==> src/rtl/reg_alu_sequencer_if.sv <==
// Instruction handshake channel between the controller and the ALU sequencer.
// The controller is the master; the sequencer is the slave.
interface reg_alu_sequencer_if #(
    parameter int DATA_W = 8
);
    logic              instr_valid;
    logic              instr_ready;
    logic [2:0]        opcode;
    logic [1:0]        src_a;
    logic [1:0]        src_b;
    logic [1:0]        dst;
    logic [DATA_W-1:0] imm;

    modport master (
        output instr_valid,
        output opcode,
        output src_a,
        output src_b,
        output dst,
        output imm,
        input  instr_ready
    );

    modport slave (
        input  instr_valid,
        input  opcode,
        input  src_a,
        input  src_b,
        input  dst,
        input  imm,
        output instr_ready
    );
endinterface

==> src/rtl/reg_alu_sequencer.sv <==
// Three-state instruction sequencer and ALU in front of a 4 x DATA_W register bank.
// It reads operands through the bank's combinational ports and writes back via an active-low enable.
module reg_alu_sequencer #(
    parameter int DATA_W = 8
) (
    input  logic                clock,
    input  logic                reset,
    reg_alu_sequencer_if.slave  instr,
    output logic [1:0]          add_rd0,
    output logic [1:0]          add_rd1,
    input  logic [DATA_W-1:0]   rd0,
    input  logic [DATA_W-1:0]   rd1,
    output logic [1:0]          add_wr,
    output logic [DATA_W-1:0]   wr_data,
    output logic                wr_en,
    output logic                done,
    output logic [DATA_W-1:0]   result,
    output logic                carry,
    output logic                zero
);

    typedef enum logic [1:0] {
        IDLE  = 2'd0,
        EXEC  = 2'd1,
        WRITE = 2'd2
    } state_t;

    typedef enum logic [2:0] {
        OP_ADD = 3'd0,
        OP_SUB = 3'd1,
        OP_AND = 3'd2,
        OP_OR  = 3'd3,
        OP_XOR = 3'd4,
        OP_MOV = 3'd5,
        OP_LDI = 3'd6,
        OP_SHL = 3'd7
    } opcode_t;

    state_t            state;
    state_t            next_state;
    opcode_t           op_q;
    logic [1:0]        dst_q;
    logic [DATA_W-1:0] imm_q;
    logic              accept;

    logic [DATA_W:0]   alu_sum;
    logic [DATA_W-1:0] alu_result;
    logic              alu_carry;

    assign accept = instr.instr_valid && instr.instr_ready;

    // NOTE: sequential state uses non-blocking assignments so every register samples pre-edge values.
    always_ff @(posedge clock or posedge reset) begin
        if (reset) begin
            state <= IDLE;
        end else begin
            state <= next_state;
        end
    end

    // wr_en and done decode straight from state, so an asynchronous reset
    // landing in WRITE releases the bank write enable immediately.
    // NOTE: every output of this block gets a default first, otherwise a missed branch infers a latch.
    always_comb begin
        next_state        = state;
        instr.instr_ready = 1'b0;
        wr_en             = 1'b1;
        done              = 1'b0;
        unique case (state)
            IDLE: begin
                instr.instr_ready = 1'b1;
                if (instr.instr_valid) begin
                    next_state = EXEC;
                end
            end
            EXEC: begin
                next_state = WRITE;
            end
            WRITE: begin
                wr_en      = 1'b0;
                done       = 1'b1;
                next_state = IDLE;
            end
            default: begin
                next_state = IDLE;
            end
        endcase
    end

    // One DATA_W+1-bit sum carries the carry/borrow/shift-out bit for every arithmetic op.
    always_comb begin
        alu_sum    = '0;
        alu_result = '0;
        alu_carry  = 1'b0;
        unique case (op_q)
            OP_ADD: begin
                alu_sum    = {1'b0, rd0} + {1'b0, rd1};
                alu_result = alu_sum[DATA_W-1:0];
                alu_carry  = alu_sum[DATA_W];
            end
            OP_SUB: begin
                alu_sum    = {1'b0, rd0} - {1'b0, rd1};
                alu_result = alu_sum[DATA_W-1:0];
                alu_carry  = alu_sum[DATA_W];
            end
            OP_AND: alu_result = rd0 & rd1;
            OP_OR:  alu_result = rd0 | rd1;
            OP_XOR: alu_result = rd0 ^ rd1;
            OP_MOV: alu_result = rd0;
            OP_LDI: alu_result = imm_q;
            OP_SHL: begin
                alu_sum    = {rd0, 1'b0};
                alu_result = alu_sum[DATA_W-1:0];
                alu_carry  = alu_sum[DATA_W];
            end
            default: alu_result = '0;
        endcase
    end

    // NOTE: the capture and result registers drive outputs directly, so all of them are reset.
    always_ff @(posedge clock or posedge reset) begin
        if (reset) begin
            op_q    <= OP_ADD;
            dst_q   <= '0;
            imm_q   <= '0;
            add_rd0 <= '0;
            add_rd1 <= '0;
            add_wr  <= '0;
            wr_data <= '0;
            result  <= '0;
            carry   <= 1'b0;
            zero    <= 1'b0;
        end else begin
            if (accept) begin
                op_q    <= opcode_t'(instr.opcode);
                add_rd0 <= instr.src_a;
                add_rd1 <= instr.src_b;
                dst_q   <= instr.dst;
                imm_q   <= instr.imm;
            end
            if (state == EXEC) begin
                result  <= alu_result;
                carry   <= alu_carry;
                zero    <= (alu_result == '0);
                wr_data <= alu_result;
                add_wr  <= dst_q;
            end
        end
    end

endmodule

==> src/flat_wrapper.sv <==
// flat-port wrapper written by rule: the top's interface ports become plain ports
module reg_alu_sequencer_flat 
#(
    parameter int DATA_W = 8
)
  (clock, reset, add_rd0, add_rd1, rd0, rd1, add_wr, wr_data, wr_en, done, result, carry, zero, instr_instr_valid, instr_opcode, instr_src_a, instr_src_b, instr_dst, instr_imm, instr_instr_ready);
  reg_alu_sequencer_if #(.DATA_W(DATA_W)) instr_i ();
  input  logic clock;
  input  logic reset;
  output logic [1:0] add_rd0;
  output logic [1:0] add_rd1;
  input  logic [DATA_W-1:0] rd0;
  input  logic [DATA_W-1:0] rd1;
  output logic [1:0] add_wr;
  output logic [DATA_W-1:0] wr_data;
  output logic wr_en;
  output logic done;
  output logic [DATA_W-1:0] result;
  output logic carry;
  output logic zero;
  input wire logic [$bits(instr_i.instr_valid)-1:0] instr_instr_valid;
  input wire logic [$bits(instr_i.opcode)-1:0] instr_opcode;
  input wire logic [$bits(instr_i.src_a)-1:0] instr_src_a;
  input wire logic [$bits(instr_i.src_b)-1:0] instr_src_b;
  input wire logic [$bits(instr_i.dst)-1:0] instr_dst;
  input wire logic [$bits(instr_i.imm)-1:0] instr_imm;
  output wire logic [$bits(instr_i.instr_ready)-1:0] instr_instr_ready;
  assign instr_i.instr_valid = instr_instr_valid;
  assign instr_i.opcode = instr_opcode;
  assign instr_i.src_a = instr_src_a;
  assign instr_i.src_b = instr_src_b;
  assign instr_i.dst = instr_dst;
  assign instr_i.imm = instr_imm;
  assign instr_instr_ready = instr_i.instr_ready;
  reg_alu_sequencer #(.DATA_W(DATA_W)) u_core (.clock(clock), .reset(reset), .instr(instr_i), .add_rd0(add_rd0), .add_rd1(add_rd1), .rd0(rd0), .rd1(rd1), .add_wr(add_wr), .wr_data(wr_data), .wr_en(wr_en), .done(done), .result(result), .carry(carry), .zero(zero));
endmodule
==> config.mk <==
export PLATFORM = sky130hd
export DESIGN_NAME = reg_alu_sequencer_flat
export DESIGN_NICKNAME = d
export VERILOG_FILES = /design/src/rtl/reg_alu_sequencer_if.sv /design/src/rtl/reg_alu_sequencer.sv /design/src/flat_wrapper.sv
export SDC_FILE = /design/constraint.sdc
export NUM_CORES = 1
export LEC_CHECK = 0
export CAP_MARGIN = 20
export CORE_ASPECT_RATIO = 0.9
export CORE_MARGIN = 3
export CORE_UTILIZATION = 45
export CTS_CLUSTER_SIZE = 40
export DETAILED_ROUTE_END_ITERATION = 8
export PLACE_DENSITY = 0.79
export SLEW_MARGIN = 0
export SYNTH_ARGS = -nofsm -noshare
export SYNTH_HDL_FRONTEND = slang
export SYNTH_SLANG_ARGS = --single-unit
==> constraint.sdc <==
create_clock -name clock -period 2.39 [get_ports clock]
set_input_delay 0.478 -clock clock [delete_from_list [all_inputs] [get_ports clock]]
set_output_delay 0.478 -clock clock [all_outputs]
set_load 0.05 [all_outputs]
Word-level counts from Yosys, hierarchy flattened. Cells that the tools add are included.

Flip-flop bits (word level): 31. Bits of input ports: 36. Output and inout port bits: 27. Logic and storage cells: 36.

Add/sub/neg operators: 2. Equal/unequal tests: 10. Muxes and demuxes: 7. Bitwise operators: 3. Reduce and logical (&&, ||, !) cells: 4.

Operator list (number): 8-bit case mux with 8 select lines (1); 3-bit equality test, second input constant (4); 8-bit by 8-bit adder with 9-bit output (1); 8-bit by 8-bit subtractor with 9-bit output (1); 8-bit AND (1); 8-bit zero test (1); 8-bit OR (1); 8-bit bitwise XOR (1); 3-bit by 2-bit equality test with 1-bit output, second input constant (2); 2-bit case mux with 2 select lines (1); 3-bit by 1-bit equality test with 1-bit output, second input constant (1); 3-bit zero test (1); 1-bit 2-to-1 mux (3); 1-bit case mux with 3 select lines (1); 2-bit by 1-bit equality test with 1-bit output, second input constant (1); 2-bit equality test, second input constant (1); 2-bit zero test (1); 2-bit 2-to-1 mux (1); 2-bit != test, second input constant (1); 1-bit logical AND (1).

Longest topological paths before layout.
Word-level depth: 3. Depth in mapped cells: 11. Depth with buffers taken out: 11.

Worst setup path after synthesis. No wires, ideal clock.

Kind: input to register. Start point: in rd0[0]. End point: reg u_core.zero. Library setup time: 0.122 ns. Data arrival time: 2.284 ns. Required time: 2.268 ns. Setup slack: -0.016 ns. Cell stages on the path: 11. Path buffers: 0. Cell sequence: inv_1 > ha_1 > inv_1 > fa_1 > nor2b_1 > o31ai_1 > xnor2_1 > a221oi_1 > a21o_1 > nor4bb_2 > a32o_1.

Word-level cells in the longest chain between the ends: 3. Elaborated cells on any way between the ends: 7. Classes of those cells: 2 x add/sub; 1 x mux; 3 x bitwise; 1 x reduce/logical.

RTL lines: start, declared (line flat_wrapper.sv:12) `input logic [DATA_W-1:0] rd0;`; 8-bit by 8-bit subtractor with 9-bit output, or another cell as far along (line reg_alu_sequencer.sv:102) `alu_sum = {1'b0, rd0} - {1'b0, rd1};`; 8-bit case mux with 8 select lines * (line reg_alu_sequencer.sv:95) `unique case (op_q)`; 8-bit zero test * (line reg_alu_sequencer.sv:144) `zero <= (alu_result == '0);`; end signal, assigned (line reg_alu_sequencer.sv:144); end, declared (line reg_alu_sequencer.sv:19) `output logic zero`.

Every way passes the cells marked *; elsewhere a longest branch is shown, timed or not. A chain may end at the register's enable or synchronous reset.

Worst setup path in the final report.
Start point: in rd1[1]. End point: reg u_core.zero.

Word-level cells in the longest chain between the ends: 3. Elaborated cells on any way between the ends: 7. Classes of those cells: 2 x add/sub; 1 x mux; 3 x bitwise; 1 x reduce/logical.

RTL lines: start, declared (line flat_wrapper.sv:13) `input logic [DATA_W-1:0] rd1;`; 8-bit by 8-bit subtractor with 9-bit output, or another cell as far along (line reg_alu_sequencer.sv:102); 8-bit case mux with 8 select lines * (line reg_alu_sequencer.sv:95); 8-bit zero test * (line reg_alu_sequencer.sv:144).

Marked as above.

==> out/results.tsv <==
stage	metric	value	unit
worst_setup_path	Critical Path AT	2510	ps
cts	clk buf depth	2	
final_layout	ratio of cells with drive above 1 in the final layout	36.8	%
sta	f_max	0.428	GHz
cts	clk_lat worst skew	280	ps
power_and_ir_drop	leak pwr	1.79	nW
final_layout	fin nets	458	
detailed_routing	Vias/cell	5.37	
cts	TritonCTS Buffers	5	
grt	met1 Use GR	26.4	%
grt	vias in the first global route	2661	
yosys	Cells after Synth	283	
floorplanning	Core Rows	25	
grt	All-Layer GR Usage	22.5	%
grt	Overflow after GRT	0	
cts	H-tree Lvls	2	
yosys	Main synth FF type	dfrtp_1	
sta	endpoints failing setup	0	
detailed_routing	DRT Pass-1 Iters	4	
final_layout	Fillers	405	
yosys	Yosys warnings	0	
power_and_ir_drop	Power Density	878	nW/um2
detailed_routing	final WL	7360	um
floorplanning	DIE HEIGHT	78.8	um
cts	CTS tree	yes	
floorplanning	Core Footprint	5470	um2
yosys	register bit total from synthesis	31	
yosys	area share of the largest cell type after synthesis	29.3	%
detailed_routing	Remaining DRCs	0	
sta	RSZ-0062 raised after global routing	true	
yosys	post-synthesis cell type count	54	
worst_setup_path	CP max-delay cell	o311a_1	
sta	minimum clock period	2340	ps
grt	busiest grt layer	met2	
worst_setup_path	Worst R2R Setup Slack	250	ps
detailed_routing	via count	2490	
placed_design	Final HPWL DP	5630	um
power_and_ir_drop	Pwr Total	3.48	mW
worst_setup_path	kind of critical path	primary input to flip-flop	
grt	largest net degree at the start of global routing	32	
cts	Hold Buf Count CTS	0	
grt	GRT met3 Usage	4.36	%
floorplanning	Die W	86.9	um
sta	period utilization	97.8	%
sta	Final WS setup	52.4	ps
worst_setup_path	required time of the critical path	2560	ps
cts	clock slew at reported path FFs	70	ps
cts	Root Driver	clkbuf_8	
worst_setup_path	Worst setup SP type	primary input	
sta	Fin Setup TNS	0	ps
yosys	syn_area_per_cell	9.36	um2
yosys	Synth area leaders	dfrtp_1 29%, ha_1 11%, mux2_2 7.6%, inv_1 4.0%, nand2_1 3.8%	
sta	Final Max Tran Viols	0	
yosys	top-count cell post-synth	dfrtp_1	
floorplanning	Initial Utilization	48.4	%
detailed_routing	Routed Antenna Nets	0	
power_and_ir_drop	Worst VDD drop	0.947	mV
run_status	status	finished clean	
yosys	post-synthesis sequential area ratio	29.3	%
floorplanning	Die ar.	6850	um2
run	max-cap violations	0	
sta	relative slew slack	57.6	%
placed_design	Final GP Congestion	0.899	
yosys	post-synth top area cell	dfrtp_1	
placed_design	buffers added on ports	62	
floorplanning	Top Ports	63	
final_layout	Layout area overhead	49.5	%
grt	initial antenna violation count	0	
worst_setup_path	peak per-stage delay on the critical path	370	ps
yosys	Mapped Area	2650	um2
worst_setup_path	critical path, cell by cell	dlygate4sd2_1, inv_2, buf_4, ha_1, nor2b_1, o31ai_2, a21oi_2, o311a_1, a31oi_2, nor3_2, a32o_1	
detailed_routing	Detailed Route Iter0 Violations	97	
yosys	top post-synthesis cells by count	31 x dfrtp_1, 28 x inv_1, 27 x nand2_1	
grt	global-route wire length before repair	12300	um
sta	Final Skew	4.54	ps
cts	clk sinks	31	
yosys	EDFF count, synth	0	
detailed_routing	Wirelength per Cell	15.9	um
worst_setup_path	crit end category	flip-flop	
grt	M2 GR Usage	40.9	%
worst_setup_path	delay-heaviest family, CP	compound AO/OA/AOI/OAI gates	
worst_setup_path	maximum fanout along the worst path	3	
min_path	worst hold path type	flip-flop to flip-flop	
final_layout	Diodes inserted	0	
yosys	syn_nets	345	
sta	count of final hold-check violations	0	
placed_design	Placement Setup Slack	-676	ps
sta	worst-margin pin slew	636	ps
worst_setup_path	Buf/Inv on CP	3	
yosys	fraction of registers with async set/reset	100	%
-- metal layers --
layer | vias to the layer above | part of all wire, %
met5 | - | 0
met3 | 11 | 4.3
met4 | 0 | 1.5
li1 | 1201 | -
met1 | 1215 | 42
met2 | 63 | 53
-- where the power goes --
part	leakage (nW)	internal [mW]	total (mW)	switching (mW)
logic	1.38	0.956	2.23	1.28
registers	0.371	0.692	0.846	0.154
clock network	0.0422	0.204	0.398	0.194
-- placed cells by master, fill, tap and decap left out, drive strengths merged, types with 12 or more instances in the layout --
cell type      count
nor2              12
buf               68
ha                24
o21ai             21
a21oi             14
dfrtp             31
clkdlybuf4s50     50
inv               29
nand2             27
mux2              20
-- worst register-to-register path, stage by stage, from the launching register on --
cell	delay, ps
dfrtp_1	610
nor2_1	330
nand2_1	190
o311a_1	380
a31oi_2	190
nor3_2	80
a32o_1	240
-- logic make-up after synthesis --
kind of cell / count (synthesis) / share of synthesized area [%]
xor gates and xnor gates: 6 / 1.98
DFF: 31 / 29.3
adders and majority gates: 26 / 12.8
AOI/OAI and AO/OA: 67 / 17.4
and+or+nand+nor: 71 / 13.8
muxes: 29 / 13.9
buffers and inverters: 53 / 10.8
-- stage by stage --
stage               hold slack, ps  utilization [%]  area [um2]  instances
finish                         471             72.4        3960        464
global route                   486             72.4        3960        464
CTS                            469             72.3        3960        464
detailed placement             452             66.7        3650        447
global placement               443             66.7        3650        447
floorplan                      435                -        2670        283
-- worst paths after layout --
kind	startpoint	cells past startpoint	end
setup / recovery	rd1[1]	11	u_core.zero
hold / removal	u_core.dst_q[1]	2	u_core.add_wr[1]
setup reg to reg	u_core.op_q[2]	6	u_core.zero
hold reg to reg	u_core.dst_q[1]	2	u_core.add_wr[1]
max in group asynchronous	reset	3	u_core.add_rd0[0]
min in group asynchronous	reset	3	u_core.result[1]
-- flip-flops by register name, summed over array words and instances, names as in the netlist --
name,cells
u_core.result,8
u_core.dst_q,2
u_core.zero,1
u_core.op_q,3
u_core.state,2
u_core.add_wr,2
u_core.carry,1
u_core.imm_q,8
u_core.add_rd1,2
u_core.add_rd0,2
-- layout make-up --
| class | instances | area (um2) | share of cell area (%) |
|---|---|---|---|
| clock inverters | 1 | 5.00 | 0.126 |
| clock buffers | 7 | 76.3 | 1.93 |
| flip-flops and latches | 31 | 776 | 19.6 |
| repair buffers | 130 | 1130 | 28.6 |
| inverters | 29 | 109 | 2.75 |
| well taps | 67 | 83.8 | 2.12 |
| multi-input cells | 199 | 1780 | 44.9 |
-- timing repair --
| item | CTS | global route |
|---|---|---|
| setup endpoints to repair | 7 | 6 |
| resized for setup | 55 | 6 |
| pin swaps | 23 | 6 |
| setup buffers | 9 | 0 |
No activity file was read; power rests on OpenSTA's default activity.
